===== src/rtl/afe_spi_master.sv =====
`default_nettype none
// ============================================================================
// Module   : afe_spi_master
// Purpose  : Serial configuration master for the AFE control port. Runs the
//            AFE power-up reset sequence after reset_n is released, then
//            executes single register read/write frames (mode 0, MSB first)
//            requested over a valid/ready command interface. Each frame
//            returns one response carrying the last DATA_WIDTH MISO bits.
// Ports    : clk, reset_n           - system clock, async active-low reset
//            cmd_valid/cmd_ready    - command handshake
//            cmd_rw/addr/wdata      - command fields, captured on accept
//            rsp_valid/rsp_rdata    - one-cycle response pulse and read data
//            busy                   - frame in progress (accept to ready)
//            spi_clk/mosi/miso/sen  - serial port to the AFE
//            afe_rst                - active-high AFE reset
// Revision : 1.0 - initial release
// ============================================================================
module afe_spi_master #(
  parameter int ADDR_WIDTH = 15,
  parameter int DATA_WIDTH = 8,
  parameter int CLK_DIV    = 4,
  parameter int RST_CYCLES = 64
) (
  input  logic                  clk,
  input  logic                  reset_n,
  input  logic                  cmd_valid,
  output logic                  cmd_ready,
  input  logic                  cmd_rw,
  input  logic [ADDR_WIDTH-1:0] cmd_addr,
  input  logic [DATA_WIDTH-1:0] cmd_wdata,
  output logic                  rsp_valid,
  output logic [DATA_WIDTH-1:0] rsp_rdata,
  output logic                  busy,
  output logic                  spi_clk,
  output logic                  spi_mosi,
  input  logic                  spi_miso,
  output logic                  spi_sen,
  output logic                  afe_rst
);

  localparam int c_FRAME_BITS = 1 + ADDR_WIDTH + DATA_WIDTH;
  localparam int c_MAX_A      = (RST_CYCLES > CLK_DIV) ? RST_CYCLES : CLK_DIV;
  localparam int c_CNT_MAX    = (c_MAX_A > c_FRAME_BITS) ? c_MAX_A : c_FRAME_BITS;
  localparam int c_CNT_W      = $clog2(c_CNT_MAX + 1);

  localparam logic [c_CNT_W-1:0] c_DIV_LAST = c_CNT_W'(CLK_DIV - 1);
  localparam logic [c_CNT_W-1:0] c_RST_LAST = c_CNT_W'(RST_CYCLES - 1);
  localparam logic [c_CNT_W-1:0] c_BIT_LAST = c_CNT_W'(c_FRAME_BITS - 1);

  typedef enum logic [2:0] {
    RST_HOLD = 3'd0,
    RST_WAIT = 3'd1,
    IDLE     = 3'd2,
    SETUP    = 3'd3,
    SHIFT_HI = 3'd4,
    SHIFT_LO = 3'd5,
    GAP      = 3'd6
  } state_t;

  state_t                  r_state;
  logic [c_CNT_W-1:0]      r_cnt;        // cycles spent in the current state
  logic [c_CNT_W-1:0]      r_bit;        // index of the bit being shifted
  logic [c_FRAME_BITS-1:0] r_shift;      // outgoing word, current bit at MSB
  logic [DATA_WIDTH-1:0]   r_rx;         // incoming bits, newest at LSB
  logic                    r_miso_meta;
  logic                    r_miso_sync;

  logic                    r_cmd_ready;
  logic                    r_rsp_valid;
  logic [DATA_WIDTH-1:0]   r_rsp_rdata;
  logic                    r_busy;
  logic                    r_spi_clk;
  logic                    r_spi_mosi;
  logic                    r_spi_sen;
  logic                    r_afe_rst;

  logic                    w_div_done;
  logic [DATA_WIDTH-1:0]   w_data_field;

  assign w_div_done   = (r_cnt == c_DIV_LAST);
  // Reads clock out zeros in the data phase so the AFE sees a clean frame.
  assign w_data_field = cmd_rw ? '0 : cmd_wdata;

  // Two-flop synchroniser for the asynchronous MISO line.
  always_ff @(posedge clk or negedge reset_n) begin
    if (!reset_n) begin
      r_miso_meta <= 1'b0;
      r_miso_sync <= 1'b0;
    end else begin
      r_miso_meta <= spi_miso;
      r_miso_sync <= r_miso_meta;
    end
  end

  always_ff @(posedge clk or negedge reset_n) begin
    if (!reset_n) begin
      r_state     <= RST_HOLD;
      r_cnt       <= '0;
      r_bit       <= '0;
      r_shift     <= '0;
      r_rx        <= '0;
      r_cmd_ready <= 1'b0;
      r_rsp_valid <= 1'b0;
      r_rsp_rdata <= '0;
      r_busy      <= 1'b0;
      r_spi_clk   <= 1'b0;
      r_spi_mosi  <= 1'b0;
      r_spi_sen   <= 1'b1;
      r_afe_rst   <= 1'b1;
    end else begin
      r_rsp_valid <= 1'b0;
      case (r_state)
        RST_HOLD: begin
          if (r_cnt == c_RST_LAST) begin
            r_cnt     <= '0;
            r_afe_rst <= 1'b0;
            r_state   <= RST_WAIT;
          end else begin
            r_cnt <= r_cnt + 1'b1;
          end
        end

        RST_WAIT: begin
          if (r_cnt == c_RST_LAST) begin
            r_cnt       <= '0;
            r_cmd_ready <= 1'b1;
            r_state     <= IDLE;
          end else begin
            r_cnt <= r_cnt + 1'b1;
          end
        end

        // cmd_ready is always high in this state, so cmd_valid alone
        // marks the accepting edge.
        IDLE: begin
          if (cmd_valid) begin
            r_shift     <= {cmd_rw, cmd_addr, w_data_field};
            r_spi_mosi  <= cmd_rw;
            r_spi_sen   <= 1'b0;
            r_cmd_ready <= 1'b0;
            r_busy      <= 1'b1;
            r_cnt       <= '0;
            r_bit       <= '0;
            r_state     <= SETUP;
          end
        end

        SETUP: begin
          if (w_div_done) begin
            r_cnt     <= '0;
            r_spi_clk <= 1'b1;
            r_state   <= SHIFT_HI;
          end else begin
            r_cnt <= r_cnt + 1'b1;
          end
        end

        SHIFT_HI: begin
          // Capture once per bit, at the first high cycle; the AFE updated
          // MISO at the previous falling edge, which is at least CLK_DIV
          // cycles earlier than this sample.
          if (r_cnt == '0) begin
            r_rx <= {r_rx[DATA_WIDTH-2:0], r_miso_sync};
          end
          if (w_div_done) begin
            r_cnt     <= '0;
            r_spi_clk <= 1'b0;
            r_shift   <= r_shift << 1;
            r_spi_mosi <= (r_bit == c_BIT_LAST) ? 1'b0 : r_shift[c_FRAME_BITS-2];
            r_state   <= SHIFT_LO;
          end else begin
            r_cnt <= r_cnt + 1'b1;
          end
        end

        SHIFT_LO: begin
          if (w_div_done) begin
            r_cnt <= '0;
            if (r_bit == c_BIT_LAST) begin
              r_spi_sen   <= 1'b1;
              r_rsp_valid <= 1'b1;
              r_rsp_rdata <= r_rx;
              r_state     <= GAP;
            end else begin
              r_bit     <= r_bit + 1'b1;
              r_spi_clk <= 1'b1;
              r_state   <= SHIFT_HI;
            end
          end else begin
            r_cnt <= r_cnt + 1'b1;
          end
        end

        GAP: begin
          if (w_div_done) begin
            r_cnt       <= '0;
            r_cmd_ready <= 1'b1;
            r_busy      <= 1'b0;
            r_state     <= IDLE;
          end else begin
            r_cnt <= r_cnt + 1'b1;
          end
        end

        default: begin
          r_cnt   <= '0;
          r_state <= RST_HOLD;
        end
      endcase
    end
  end

  assign cmd_ready = r_cmd_ready;
  assign rsp_valid = r_rsp_valid;
  assign rsp_rdata = r_rsp_rdata;
  assign busy      = r_busy;
  assign spi_clk   = r_spi_clk;
  assign spi_mosi  = r_spi_mosi;
  assign spi_sen   = r_spi_sen;
  assign afe_rst   = r_afe_rst;

endmodule
`default_nettype wire


===== config.mk =====
export PLATFORM = sky130hd
export DESIGN_NAME = afe_spi_master
export DESIGN_NICKNAME = d
export VERILOG_FILES = /design/src/rtl/afe_spi_master.sv
export SDC_FILE = /design/constraint.sdc
export NUM_CORES = 1
export LEC_CHECK = 0
export ABC_AREA = 1
export CAP_MARGIN = 25
export CELL_PAD_IN_SITES_DETAIL_PLACEMENT = 1
export CELL_PAD_IN_SITES_GLOBAL_PLACEMENT = 2
export CORE_UTILIZATION = 36
export CTS_BUF_LIST = sky130_fd_sc_hd__clkbuf_4 sky130_fd_sc_hd__clkbuf_8
export DETAILED_ROUTE_END_ITERATION = 8
export PLACE_DENSITY = 0.91
export SYNTH_ARGS = -nofsm -noshare
export SYNTH_HDL_FRONTEND = slang
export SYNTH_SLANG_ARGS = --single-unit
export TNS_END_PERCENT = 1

===== constraint.sdc =====
create_clock -name clk -period 2.4 [get_ports clk]
set_input_delay 0.24 -clock clk [delete_from_list [all_inputs] [get_ports clk]]
set_output_delay 0.24 -clock clk [all_outputs]
set_load 0.005 [all_outputs]

==> impl_metrics.toml, run 1 <==
[timing]
setup_viol = 0
hold_viol_final = 0
slew-limit-headroom_pct = 67.0
holdWs_ns = 0.336
clock_skew_ns = 0.0105
setup_tns_ns = 0
fin_crit_sh_pct = 79.9
drv_slew = 0
fmax_mhz = 521
setup_ws_ns = 0.482
rsz0062_at_grt = "false"
finalCriticalPeriod_ns = 1.92
tightest_slew_ns = 0.493

[global_route]
grt_pass1_wl_mm = 13.9
antenna_found_initial = 0
grt_max_degree = 66
overflow = 0
grtUsageTotal_pct = 17.9
first_global_vias = 2897

[setup_path]
start_kind = "flop"
crit_type = "reg -> reg"
crit_chain = "inv_2, nand2_1, nor2_2, nor2_2, nor2_8, nand2_4, nand2_1, o21ai_1"
cp-end-kind = "flop"
crit_slowest_cell = "dfrtp_1"
worstPathRequired_ns = 2.62
arrival_ns = 2.14
max_stage_delay_ns = 0.43
reg2reg_slack_ns = 0.48
worst-path-max-fanout = 32

[clock_network]
cts.sinks = 65
path_clk_slew_ns = 0.07
cts_buffer_depth = 2
ctsHoldBuffers = 1
insertion_delay_ns = 0.35
numCtsBuffers = 9
cts_tree = "built"
postCtsSetupBuffers = 0
htreeDepth = 3
root_buffer = "clkbuf_8"
ctsResizeCount = 0

[logic_synthesis]
synth_ff_type = "dfrtp_1"
synth_cells = 433
synth_edf_count = 0
synth_top_area_cell = "dfrtp_1"
async_flop_share_pct = 100
synthDistinctLibCells = 30
synthTopCellsByCount = "nand2_1, dfrtp_1, nand3_1, nor2_1, inv_1"
seq_area_frac_synth_pct = 48.4
syn_nets = 464
ys_top_cells_by_area = "dfrtp_1, nand2_1, nand3_1, nor2_1, inv_1"
yosysTopAreaCellShare_pct = 46.8
synth_warnings = 0
yosysMostFrequentCell = "nand2_1"
avgSynthCellArea_um2 = 7.78
ys_seq_elements = 65
syn_area_mm2 = 0.00337

[die]
core_mm2 = 0.00889
dieWidth_um = 98.7
pin_count = 43
die_h_um = 98.7
dieArea_mm2 = 0.00974
rows = 34
start_util_pct = 37.9

[detailed_routing]
wl_met2_mm = 3.70
detail_route.first_pass.iterations = 4
m1WireLength_mm = 4.02
met3_wirelength_um = 198
vias_per_cell = 4.87
wl_per_cell_um = 13.5
vias = 2882
drc = 0
drt-total-wl_mm = 8.00
ant_nets = 0
maxUsedRoutingLayer = "met4"
first_iter_violations = 91

[job]
cap_violations = 0

[placed_design]
place_hpwl_mm = 5.69
gp_congestion = 0.753
portBuffers = 42
dpl_cell_area_mm2 = 0.00386
post-place-ws_ns = 0.467

[power_and_ir_drop]
ir_drop_v = 0.000405
p_leak_nw = 1.98
powerDensity_mw_per_mm2 = 1000

[final_layout]
seq_area_mm2 = 0.00163
drive_above_1_share_pct = 11.6
fillerInstances = 1100
area_growth_pct = 20.4
multi_input_area_mm2 = 0.00151
nNetsFinal = 510
diodes = 0
final_cell_area_mm2 = 0.00406

[run_status]
status = "finished clean"

[min_path]
hp-class = "in -> reg"
==> kinds of logic after synthesis <==
| family | after synthesis | share of synthesized area (%) |
|---|---|---|
| simple gates | 266 | 34.0 |
| flops | 65 | 48.4 |
| compound gates | 47 | 8.51 |
| buf+inv | 47 | 6.65 |
| xor+xnor | 5 | 1.30 |
| fa+ha+maj | 3 | 1.11 |
==> sequential cells by signal, indices dropped and copies added (netlist names) <==
register / cells
r_miso_sync: 1
afe_rst: 1
r_shift: 23
r_cnt: 7
spi_mosi: 1
r_rx: 8
cmd_ready: 1
rsp_rdata: 8
busy: 1
r_state: 3
spi_clk: 1
rsp_valid: 1
r_bit: 7
r_miso_meta: 1
spi_sen: 1
==> critical path, delay by kind of cell (launching register included) <==
kind | cells | cell delay (ns)
AO/OA/AOI/OAI | 1 | 0.07
AND/OR/NAND/NOR | 6 | 1.19
buffers and inverters | 1 | 0.11
flip-flops | 1 | 0.43
==> layout make-up <==
class,instances,share of cell area [%]
clock buffers,12,3.76
clock inverters,4,0.710
inverters,36,3.33
multi-input cells,321,37.3
flip-flops and latches,65,40.2
well taps,108,3.33
repair buffers,46,11.4
==> worst paths after layout <==
path | end | cells past startpoint | startpoint
setup / recovery | r_shift[6] | 8 | r_state[1]
hold / removal | r_miso_meta | 1 | spi_miso
setup reg to reg | r_shift[6] | 8 | r_state[1]
max in group asynchronous | spi_sen | 3 | reset_n
min in group asynchronous | r_cnt[5] | 3 | reset_n
hold reg to reg | r_miso_sync | 0 | r_miso_meta
==> cell usage in the layout, fill, tap and decap left out <==
| master | synthesis | routed |
|---|---|---|
| buf_4 | 1 | 2 |
| o21ai_1 | 8 | 8 |
| clkinv_4 | 0 | 1 |
| and2_1 | 1 | 1 |
| ha_1 | 3 | 3 |
| dfstp_2 | 2 | 2 |
| nand3_1 | 40 | 40 |
| xor2_1 | 4 | 4 |
| buf_2 | 5 | 1 |
| nand4_4 | 1 | 1 |
| a31oi_1 | 1 | 1 |
| clkbuf_4 | 0 | 2 |
| nand2_4 | 2 | 2 |
| clkdlybuf4s50_1 | 0 | 41 |
| nand2_1 | 166 | 166 |
| inv_1 | 28 | 28 |
| a21boi_1 | 1 | 1 |
| inv_2 | 8 | 8 |
| nor2_8 | 1 | 1 |
| o211ai_1 | 1 | 1 |
| dfrtp_1 | 63 | 63 |
| xnor2_1 | 1 | 1 |
| nand4_1 | 1 | 1 |
| nor2_2 | 6 | 6 |
| a21oi_1 | 10 | 10 |
| nand3_2 | 1 | 1 |
| buf_12 | 0 | 1 |
| o21ai_0 | 12 | 12 |
| o21ai_2 | 8 | 8 |
| nand2_2 | 6 | 6 |
| dlygate4sd3_1 | 0 | 1 |
| nor2_4 | 1 | 1 |
| clkinv_2 | 0 | 1 |
| clkbuf_8 | 0 | 10 |
| clkinvlp_4 | 0 | 2 |
| a21boi_0 | 6 | 6 |
| nor2_1 | 40 | 40 |
==> stage by stage <==
stage	total power [mW]	instances	utilization, %
finish	4.07	592	45.6
global route	4.41	592	45.6
CTS	4.12	592	45.6
detailed placement	3.25	575	43.5
global placement	3.16	575	43.5
floorplan	2.80	433	-
==> power by group <==
group / total [mW] / internal [mW] / switching, mW
clock network: 0.860 / 0.426 / 0.434
registers: 1.70 / 1.46 / 0.247
logic: 1.50 / 0.509 / 0.995
==> per-layer routing <==
metal	vias to the layer above	track usage, %
met1	1381	24.1
met2	44	29.3
met5	-	0
li1	1450	-
met4	0	5.51
met3	7	3.62
Power figures use the tool's default switching activity.
==> run 2: changes to the inputs <==
CORE_UTILIZATION = 33   (was 36)
PLACE_DENSITY = 0.85   (was 0.91)
clock period = 1.8 ns   (was 2.4 ns; I/O delays follow)
==> run 2 against run 1 <==
Net effect: via count up 3.1%; non-clock buffer count up 9; maximum frequency up 17%; clock skew up 0.0025 ns; cell count up 5.7%; worst setup slack worse by 0.32 ns; worst hold slack worse by 0.040 ns; utilization down 2.5 points; cell area up 4.5%; largest power group unchanged.
==> impl_metrics.toml, run 2 (same netlist as run 1, synthesis figures left out) <==
[power_and_ir_drop]
p_switching_mw = 2.30
combinationalPowerShare_pct = 36.9
p_clk_share_pct = 24.1
powerDensity_mw_per_mm2 = 1370
switching_share_pct = 39.5
ir_drop_v = 0.000481
p_leak_nw = 2.05
p_int_mw = 3.52
seqPwrFrac_pct = 39.0

[timing]
slew-limit-headroom_pct = 63.2
setup_tns_ns = 0
drv_slew = 0
setup_ws_ns = 0.166
clock_skew_ns = 0.0130
fmax_mhz = 612
tightest_slew_ns = 0.552
setup_viol = 0
rsz0062_at_grt = "false"
fin_crit_sh_pct = 90.8
finalCriticalPeriod_ns = 1.63
hold_viol_final = 0

[detailed_routing]
detail_route.first_pass.iterations = 4
ant_nets = 0
wl_per_cell_um = 13.5
first_iter_violations = 92
vias = 2970
drt-total-wl_mm = 8.44
vias_per_cell = 4.74
drc = 0

[global_route]
first_global_vias = 3070
grtUsageTotal_pct = 17.7
overflow = 0
antenna_found_initial = 0
grt_max_degree = 33
grt_pass1_wl_mm = 14.3

[clock_network]
postCtsSetupBuffers = 0
cts.sinks = 65
root_buffer = "clkbuf_8"
cts_tree = "built"
cts_buffer_depth = 2
path_clk_slew_ns = 0.07
insertion_delay_ns = 0.34
numCtsBuffers = 9
htreeDepth = 3

[final_layout]
fin_cells = 626
regMostFlops = "r_shift"
diodes = 0
mostFrequentLayoutCell = "nand2_1"
nNetsFinal = 519
fillerInstances = 1249
area_growth_pct = 25.8
largest_register_ffs = 23
final_cell_mix = "nand2_1, dfrtp_1, clkdlybuf4s50_1"
drive_above_1_share_pct = 13.6

[run_status]
status = "finished clean"

[die]
core_mm2 = 0.00982
start_util_pct = 34.3
dieArea_mm2 = 0.0106
rows = 36
die_h_um = 103
pin_count = 43
dieWidth_um = 103

[min_path]
hold_path_depth = 1
hp-class = "in -> reg"

[setup_path]
crit_chain = "inv_2, nand2_1, nor2_2, buf_4, nand4_4, nor2_1, a21oi_1"
cp-end-kind = "flop"
crit_family = "simple AND/OR/NAND/NOR gates"
arrival_ns = 1.85
crit_slowest_cell = "dfrtp_1"
crit_type = "reg -> reg"
path_buf_inv = 2
start_kind = "flop"
cp.depth = 7
max_stage_delay_ns = 0.43
ff2ff_path_depth = 7
worst-path-max-fanout = 16
worstPathRequired_ns = 2.02

[placed_design]
post-place-ws_ns = 0.115
place_hpwl_mm = 6.17
numPlacedInstances = 609
gp_congestion = 0.818
portBuffers = 42

[job]
cap_violations = 0
## run 2: cell types whose count changed in the layout (fill, tap and decap cells not counted), sizes merged
cell,delta
buf,+9
bufinv,+2
clkbuf,-2
## run 2: what timing repair did
action / CTS / global route
hold buffers: 1 / 0
endpoints found under the setup margin: 0 / 5
gates resized for setup: 0 / 4
hold endpoints to repair: 19 / 0
## run 2: per-stage QoR
stage	utilization, %	cell area (µm²)	total power, mW	hold slack, ns
after floorplan	-	3370	3.74	-0.116
after global placement	40.6	3990	4.33	0.198
after detailed placement	40.6	3990	4.43	0.199
after CTS	43.0	4220	5.87	0.277
after global routing	43.1	4240	6.29	0.283
final	43.1	4240	5.81	0.296
## run 2: power groups by stage
stage          Combinational [mW]  Clock [mW]  Sequential [mW]
5_1_grt                      2.45        1.51             2.33
3_3_place_gp                 2.07           0             2.27
2_1_floorplan                1.53           0             2.21
6_report                     2.15        1.40             2.26
3_5_place_dp                 2.15           0             2.28
4_1_cts                      2.16        1.44             2.26
## run 2: worst register-to-register path: cells and delay by family, from the launching register on
family          cells  cell delay [ns]
compound gates      1             0.06
buf+inv             2             0.30
flops               1             0.43
simple gates        4             0.73
## run 2: final cells by class
class                      instances  area, µm²  share of cell area [%]
clock buffer                      10        131                    3.10
clock inverter                     6       92.6                    2.19
inverter                          36        135                    3.19
multi-input combinational        321       1530                    36.1
sequential                        65       1630                    38.5
tap                              133        166                    3.93
timing repair buffer              55        553                    13.1
## run 2: final timing paths
path,startpoint,end,slack (ns)
worst max-delay path,r_state[1],r_rx[6],0.17
worst min-delay path,spi_miso,r_miso_meta,0.30
worst max register to register,r_state[1],r_rx[6],0.17
worst min register to register,r_miso_meta,r_miso_sync,0.36
max in group asynchronous,reset_n,afe_rst,0.87
min in group asynchronous,reset_n,r_rx[4],0.36
## run 2: metal layers
layer	routed length [µm]	track usage [%]	part of all wire, %
met3	243	4.14	2.9
met1	3920	21.0	47
met5	0	0	0
met2	4190	31.4	50
met4	82	5.63	0.97
